===== config.mk =====
export PLATFORM = sky130hd
export DESIGN_NAME = result_readback_buffer_flat
export DESIGN_NICKNAME = d
export VERILOG_FILES = /design/src/rtl/result_readback_buffer_pkg.sv /design/src/rtl/result_readback_buffer_if.sv /design/src/rtl/result_readback_buffer_ram.sv /design/src/rtl/result_readback_buffer.sv /design/src/flat_wrapper.sv
export SDC_FILE = /design/constraint.sdc
export NUM_CORES = 2
export LEC_CHECK = 0
export CORE_MARGIN = 3
export CORE_UTILIZATION = 40
export DETAILED_ROUTE_END_ITERATION = 8
export GPL_TIMING_DRIVEN = 1
export MAX_ROUTING_LAYER = met4
export PLACE_DENSITY = 0.67
export SETUP_SLACK_MARGIN = 0.15
export SLEW_MARGIN = 0
export SYNTH_ARGS = -nofsm -noshare
export SYNTH_HDL_FRONTEND = slang
export SYNTH_SLANG_ARGS = --single-unit

===== constraint.sdc =====
create_clock -name clock -period 3.9 [get_ports clock]
set_clock_uncertainty 0.15 [all_clocks]
set_input_delay 0.585 -clock clock [delete_from_list [all_inputs] [get_ports clock]]
set_output_delay 0.585 -clock clock [all_outputs]
set_load 0.01 [all_outputs]

===== src/rtl/result_readback_buffer_pkg.sv =====
// Shared types for the result readback buffer.
// RESULT_TIMESTAMP_EN adds the timestamp word and the TS read state.
package result_buffer_pkg;

  localparam int RESULT_WIDTH_DEF = 32;

`ifdef RESULT_TIMESTAMP_EN
  typedef enum logic [1:0] {
    S_IDLE,
    S_DATA,
    S_TS
  } rd_state_e;

  typedef struct packed {
    logic [RESULT_WIDTH_DEF-1:0] ts;
    logic [RESULT_WIDTH_DEF-1:0] data;
  } result_entry_t;
`else
  typedef enum logic [1:0] {
    S_IDLE,
    S_DATA
  } rd_state_e;

  typedef struct packed {
    logic [RESULT_WIDTH_DEF-1:0] data;
  } result_entry_t;
`endif

  function automatic int entry_width(int w);
`ifdef RESULT_TIMESTAMP_EN
    return 2 * w;
`else
    return w;
`endif
  endfunction

endpackage


===== src/rtl/result_readback_buffer_if.sv =====
// Producer push port and reader valid/ready port of the buffer.
// master = producer/reader side, slave = the buffer.
interface result_readback_buffer_if
  import result_buffer_pkg::*;
#(
  parameter int RESULT_WIDTH = RESULT_WIDTH_DEF
);
  logic [RESULT_WIDTH-1:0] result_data;
  logic                    result_wr_en;
  logic [RESULT_WIDTH-1:0] rd_data;
  logic                    rd_valid;
  logic                    rd_ready;
  logic                    rd_last;

  modport master (
    output result_data,
    output result_wr_en,
    output rd_ready,
    input  rd_data,
    input  rd_valid,
    input  rd_last
  );

  modport slave (
    input  result_data,
    input  result_wr_en,
    input  rd_ready,
    output rd_data,
    output rd_valid,
    output rd_last
  );
endinterface


===== src/rtl/result_readback_buffer_ram.sv =====
// Simple dual-port entry RAM, registered read port.
// No reset on the array or read register so it maps to block RAM.
module result_buffer_ram #(
  parameter int DEPTH = 64,
  parameter int WIDTH = 32,
  parameter int AW    = $clog2(DEPTH)
) (
  input  logic             clk,
  input  logic             we_i,
  input  logic [AW-1:0]    waddr_i,
  input  logic [WIDTH-1:0] wdata_i,
  input  logic             re_i,
  input  logic [AW-1:0]    raddr_i,
  output logic [WIDTH-1:0] rdata_o
);

  logic [WIDTH-1:0] mem_q [DEPTH];

  always_ff @(posedge clk) begin
    if (we_i) begin
      mem_q[waddr_i] <= wdata_i;
    end
    if (re_i) begin
      rdata_o <= mem_q[raddr_i];
    end
  end

endmodule


===== src/rtl/result_readback_buffer.sv =====
// Result buffer: drop-on-full push side, FWFT valid/ready read side.
// RESULT_TIMESTAMP_EN appends a cycle timestamp word to every entry.
module result_readback_buffer
  import result_buffer_pkg::*;
#(
  parameter int DEPTH        = 64,
  parameter int RESULT_WIDTH = RESULT_WIDTH_DEF,
  parameter int CNT_WIDTH    = 16
) (
  input  logic                     clock,
  input  logic                     reset,
  input  logic                     init,
  result_readback_buffer_if.slave  bus,
  output logic [$clog2(DEPTH):0]   level,
  output logic                     overflow,
  output logic [CNT_WIDTH-1:0]     drop_count,
  input  logic                     clear_overflow
);

  localparam int AW = $clog2(DEPTH);
  localparam int LW = AW + 1;
  localparam int EW = entry_width(RESULT_WIDTH);

  rd_state_e state_q, state_d;

  logic [AW-1:0]        wr_ptr_q, wr_ptr_d;
  logic [AW-1:0]        rd_ptr_q, rd_ptr_d;
  logic [LW-1:0]        level_q, level_d;
  logic                 ovf_q, ovf_d;
  logic [CNT_WIDTH-1:0] drop_q, drop_d;

  logic          out_vld;
  logic          last;
  logic          pop;
  logic          pop_last;
  logic          full;
  logic          push;
  logic          drop;
  logic          load;
  logic [LW-1:0] ram_cnt;
  logic [EW-1:0] wdata;
  logic [EW-1:0] ram_q;

  assign out_vld = (state_q != S_IDLE);
`ifdef RESULT_TIMESTAMP_EN
  assign last = (state_q == S_TS);
`else
  assign last = out_vld;
`endif

  assign pop      = !init && out_vld && bus.rd_ready;
  assign pop_last = pop && last;
  assign full     = (level_q == LW'(DEPTH));
  // Entries still in the RAM, excluding the one held at the output.
  assign ram_cnt  = level_q - LW'(out_vld);
  assign load     = !init && (ram_cnt != '0) && (!out_vld || pop_last);
  assign push     = !init && bus.result_wr_en && (!full || pop_last);
  assign drop     = !init && bus.result_wr_en && full && !pop_last;

`ifdef RESULT_TIMESTAMP_EN
  logic [RESULT_WIDTH-1:0] ts_q;

  always_ff @(posedge clock or posedge reset) begin
    if (reset) begin
      ts_q <= '0;
    end else if (init) begin
      ts_q <= '0;
    end else begin
      ts_q <= ts_q + RESULT_WIDTH'(1);
    end
  end

  assign wdata = {ts_q, bus.result_data};
`else
  assign wdata = bus.result_data;
`endif

  result_buffer_ram #(
    .DEPTH (DEPTH),
    .WIDTH (EW),
    .AW    (AW)
  ) u_ram (
    .clk     (clock),
    .we_i    (push),
    .waddr_i (wr_ptr_q),
    .wdata_i (wdata),
    .re_i    (load),
    .raddr_i (rd_ptr_q),
    .rdata_o (ram_q)
  );

  always_comb begin
    state_d = state_q;
    unique case (state_q)
      S_IDLE: begin
        if (load) state_d = S_DATA;
      end
      S_DATA: begin
`ifdef RESULT_TIMESTAMP_EN
        if (pop) state_d = S_TS;
`else
        if (pop) state_d = load ? S_DATA : S_IDLE;
`endif
      end
`ifdef RESULT_TIMESTAMP_EN
      S_TS: begin
        if (pop) state_d = load ? S_DATA : S_IDLE;
      end
`endif
      default: state_d = S_IDLE;
    endcase
    if (init) state_d = S_IDLE;
  end

  always_comb begin
    wr_ptr_d = wr_ptr_q;
    rd_ptr_d = rd_ptr_q;
    level_d  = level_q;
    ovf_d    = ovf_q;
    drop_d   = drop_q;

    if (push) wr_ptr_d = wr_ptr_q + AW'(1);
    if (load) rd_ptr_d = rd_ptr_q + AW'(1);

    unique case ({push, pop_last})
      2'b10:   level_d = level_q + LW'(1);
      2'b01:   level_d = level_q - LW'(1);
      default: level_d = level_q;
    endcase

    // A drop in the same cycle as a clear still counts.
    if (clear_overflow) begin
      ovf_d  = 1'b0;
      drop_d = '0;
    end
    if (drop) begin
      ovf_d = 1'b1;
      if (drop_d != '1) drop_d = drop_d + CNT_WIDTH'(1);
    end

    if (init) begin
      wr_ptr_d = '0;
      rd_ptr_d = '0;
      level_d  = '0;
      ovf_d    = 1'b0;
      drop_d   = '0;
    end
  end

  always_ff @(posedge clock or posedge reset) begin
    if (reset) begin
      state_q  <= S_IDLE;
      wr_ptr_q <= '0;
      rd_ptr_q <= '0;
      level_q  <= '0;
      ovf_q    <= 1'b0;
      drop_q   <= '0;
    end else begin
      state_q  <= state_d;
      wr_ptr_q <= wr_ptr_d;
      rd_ptr_q <= rd_ptr_d;
      level_q  <= level_d;
      ovf_q    <= ovf_d;
      drop_q   <= drop_d;
    end
  end

  always_comb begin
    bus.rd_data = '0;
    if (out_vld) bus.rd_data = ram_q[RESULT_WIDTH-1:0];
`ifdef RESULT_TIMESTAMP_EN
    if (state_q == S_TS) bus.rd_data = ram_q[EW-1:RESULT_WIDTH];
`endif
  end

  assign bus.rd_valid = out_vld;
  assign bus.rd_last  = last;
  assign level        = level_q;
  assign overflow     = ovf_q;
  assign drop_count   = drop_q;

endmodule

===== src/flat_wrapper.sv =====
// flat-port wrapper written by rule: the top's interface ports become plain ports
module result_readback_buffer_flat import result_buffer_pkg::*;
#(
  parameter int DEPTH        = 64,
  parameter int RESULT_WIDTH = RESULT_WIDTH_DEF,
  parameter int CNT_WIDTH    = 16
)
  (clock, reset, init, level, overflow, drop_count, clear_overflow, bus_result_data, bus_result_wr_en, bus_rd_ready, bus_rd_data, bus_rd_valid, bus_rd_last);
  result_readback_buffer_if #(.RESULT_WIDTH(RESULT_WIDTH)) bus_i ();
  input  logic clock;
  input  logic reset;
  input  logic init;
  output logic [$clog2(DEPTH):0] level;
  output logic overflow;
  output logic [CNT_WIDTH-1:0] drop_count;
  input  logic clear_overflow;
  input wire logic [$bits(bus_i.result_data)-1:0] bus_result_data;
  input wire logic [$bits(bus_i.result_wr_en)-1:0] bus_result_wr_en;
  input wire logic [$bits(bus_i.rd_ready)-1:0] bus_rd_ready;
  output wire logic [$bits(bus_i.rd_data)-1:0] bus_rd_data;
  output wire logic [$bits(bus_i.rd_valid)-1:0] bus_rd_valid;
  output wire logic [$bits(bus_i.rd_last)-1:0] bus_rd_last;
  assign bus_i.result_data = bus_result_data;
  assign bus_i.result_wr_en = bus_result_wr_en;
  assign bus_i.rd_ready = bus_rd_ready;
  assign bus_rd_data = bus_i.rd_data;
  assign bus_rd_valid = bus_i.rd_valid;
  assign bus_rd_last = bus_i.rd_last;
  result_readback_buffer #(.DEPTH(DEPTH), .RESULT_WIDTH(RESULT_WIDTH), .CNT_WIDTH(CNT_WIDTH)) u_core (.clock(clock), .reset(reset), .init(init), .bus(bus_i), .level(level), .overflow(overflow), .drop_count(drop_count), .clear_overflow(clear_overflow));
endmodule

==> summary.md <==
| Metric | Value |
|---|---|
| Routability Congestion | `0.8140` |
| Synth area leaders | `edfxtp_1, mux4_2, mux2i_1, mux2_2, dfrtp_1` |
| GR Overflow Total | `0` |
| Routed wl met3 | `about 19000 um` |
| Synthesized instance count | `3604` |
| 1st-iter DRT viols | `4943` |
| Post-synth top area cell | `edfxtp_1` |
| RSZ-0062 raised after global routing | `no` |
| DRT Wirelength | `204700 um` |
| Hold WS | `0.06280 ns` |
| Pwr Density | `590.4 nW/um2` |
| P&R area growth vs syn | `15.45%` |
| EDFF count, synth | `2080` |
| WL/cell | `30.13 um` |
| Final setup vio count | `0` |
| CP Data Required Time | `4.30 ns` |
| Crit start category | `flip-flop` |
| Final Hold Fails | `0` |
| Port Buffers | `95` |
| Seq/Total Area, Yosys | `around 77%` |
| CP Max Fanout | `52` |
| VDD IR max | `approximately 0.00037 V` |
| Post-Route Utilization | `46.59%` |
| Worst hold start | `bus_result_data[21]` |
| Vias per cell | `a little under 6` |
| # IOs | `96` |
| Syn avg cell area | `around 23 um2` |
| Initial antenna violation count | `21` |
| Post-synth ARST share | `under 10%` |
| Worst R2R Path Depth | `6` |
| ANT nets after route | `0` |
| Mapped cell area | `roughly 82000 um2` |
| Clock Root Buffer | `clkbuf_16` |
| DR DRC count | `0` |
| Outcome | `complete, no violations` |
| First-pass GRT wire length | `293800 um` |
| Most frequent cells after synthesis | `edfxtp_1, mux4_2, mux2i_1, nor2_1, mux2_2` |
| R2r setup slk | `0.36 ns` |
| Clk Latency, worst-skew pair | `0.84 ns` |
| Fin crit period | `3.537 ns` |
| Placed instance count | `6405` |
| Main synth FF type | `edfxtp_1` |
| Crit path arrival time | `3.94 ns` |
| Hold Path Class | `in -> reg` |
| Initial Utilization | `40.36%` |
| Post-synth net total | `3648` |
| CTS max path bufs | `3` |
| Core ar. | `202900 um2` |
| 1st-pass router iterations | `7` |
| Sum of negative setup slack | `0 ns` |
| CTS Sinks | `2117` |
| H-tree Lvls | `4` |
| LEAKAGE | `around 29 nW` |
| Total GRT Usage | `19.99%` |
| Worst Setup End Kind | `flip-flop` |
| #FFs+latches synth | `2117` |
| Worst slew pin tran | `1.337 ns` |
| DIE HEIGHT | `between 400 and 500 um` |
| Rel. slew slack | `10.84%` |
| Die area | `roughly 210000 um2` |
| Reg-to-reg startpoint | `u_core.rd_ptr_q[1]` |
| Worst setup path class | `reg -> reg` |
| Clock-pin slew on the worst setup and hold paths | `0.06 ns` |
| Hold depth | `1` |
| Row count | `~170` |
| M1 wire length | `83950 um` |
| WHS Endpoint | `u_core.u_ram.mem_q[2][21]` |
| Final instance area | `94560 um2` |
| Max-slew violations | `0` |
| Max Freq | `about 0.28 GHz` |
| Crit share post-route | `90.70%` |
| Buffer count from post-CTS setup fixing | `0` |
| Largest net degree at the start of global routing | `between 60 and 70` |
| Synth top area share | `76.26%` |
| Post-synthesis cell type count | `53` |
| WL met2 | `98550 um` |
| CTS tree | `built` |
| Chip width | `458.5 um` |
| Post-detail-place hpwl | `between 100000 and 150000 um` |
| R2R Path End | `u_core.u_ram.rdata_o[16]` |
| Vias in the first global route | `roughly 39000` |
| Layout cells sized above 1 | `roughly 31%` |
| Vias | `39420` |
| # Max-Cap Violations | `0` |
| Synth Warn # | `0` |
| Final std cells w/o fill | `6793` |
| Max Used Layer | `met4` |
| TritonCTS Buffers | `202` |
| Count leader, synth | `edfxtp_1` |
| DP Area | `87980 um2` |
| Nets | `~4000` |
-- cell usage in the layout (no fill, tap or decap), types with 6 or more instances in the layout --
master and instances:
clkdlybuf4s50_1 62, nand2b_1 11, clkbuf_1 42, xnor2_1 15
buf_4 166, o22ai_1 29, mux2_2 91, mux4_2 532
ha_1 6, a21oi_1 43, mux4_1 6, and2_1 35
xor2_1 12, buf_2 33, nand4_1 10, nor3_1 9
o21ai_1 28, nor2b_1 18, o21ai_0 14, nand3b_1 6
bufinv_16 20, clkinv_1 44, clkinv_2 45, nand2_1 87
buf_12 68, dfrtp_1 31, edfxtp_1 2080, inv_6 6
nand3_1 41, clkbuf_16 205, nor2_4 65, nor2_1 35
diode_2 12, o221ai_1 24, mux2i_1 111, and3_1 6
-- worst max path at each step --
stage	slack (ns)	depth (start not counted)	end	from
2_1_floorplan	0.33	5	u_core.u_ram.mem_q[62][0]	init
5_1_grt	0.29	6	u_core.u_ram.rdata_o[16]	u_core.rd_ptr_q[1]
3_3_place_gp	0.29	8	u_core.u_ram.mem_q[16][11]	bus_rd_ready
6_report	0.36	6	u_core.u_ram.rdata_o[16]	u_core.rd_ptr_q[1]
4_1_cts	0.38	3	bus_rd_data[29]	u_core.state_q[0]
3_5_place_dp	0.29	8	u_core.u_ram.mem_q[16][12]	bus_rd_ready
-- registers in the layout, indices dropped and copies added (netlist names) --
signal                flops
u_core.wr_ptr_q           6
u_core.overflow           1
u_core.drop_count        16
u_core.rd_ptr_q           6
u_core.level              7
u_core.u_ram.mem_q     2048
u_core.state_q            1
u_core.u_ram.rdata_o     32
-- per-layer routing --
metal	up-vias	track usage [%]
met4	0	4.269
met2	1941	30.92
met1	21310	27.72
li1	15890	-
met3	277	4.059
met5	-	-
-- worst max-delay path, cell delays in order (launching register included) --
cell     delay, ns
dfrtp_4       0.97
buf_12        0.34
buf_12        0.34
mux4_2        0.37
mux2_2        0.29
o22ai_1       0.63
o21ai_1       0.10
-- where the power goes --
group	leakage (nW)	internal, W	switching [W]
combinational	6.25	0.00548	0.00535
sequential	19.2	0.0252	0.000343
clock	3.21	0.0110	0.00838
total	28.7	0.0418	0.0141
-- kinds of logic after synthesis --
group,after synthesis,synth area share [%]
multiplexers,740,17.43
XOR/XNOR,27,0.2887
AND/OR/NAND/NOR,345,2.029
AO/OA/AOI/OAI,164,1.288
adder cells (fa/ha/maj),6,0.09166
flip-flops,2117,77.39
buffers and inverters,205,1.485
-- final cells by class --
| type | count | area, um2 |
|---|---|---|
| Tap cell | 2672 | 3343 |
| Clock inverter | 126 | 1224 |
| Sequential cell | 2117 | 63400 |
| Multi-Input combinational cell | 1282 | 17820 |
| Clock buffer | 249 | 5315 |
| Timing Repair Buffer | 330 | 3403 |
| Inverter | 5 | 18.77 |
| Fill cell | 16410 | 108400 |
| Antenna cell | 12 | 30.03 |
-- what timing repair did --
item	in CTS	in global routing
hold buffers	1	0
resized for setup	0	0
hold endpoints to repair	22	0
setup endpoints to repair	0	0
-- stage by stage --
step           setup slack [ns]  total power (W)
2_1_floorplan            0.3319          0.03361
3_3_place_gp             0.2872          0.03695
3_5_place_dp             0.2928          0.03701
4_1_cts                  0.3787          0.05626
5_1_grt                  0.2933          0.05779
6_report                 0.3628          0.05582
Note: power is estimated with default switching activity, not from simulation.
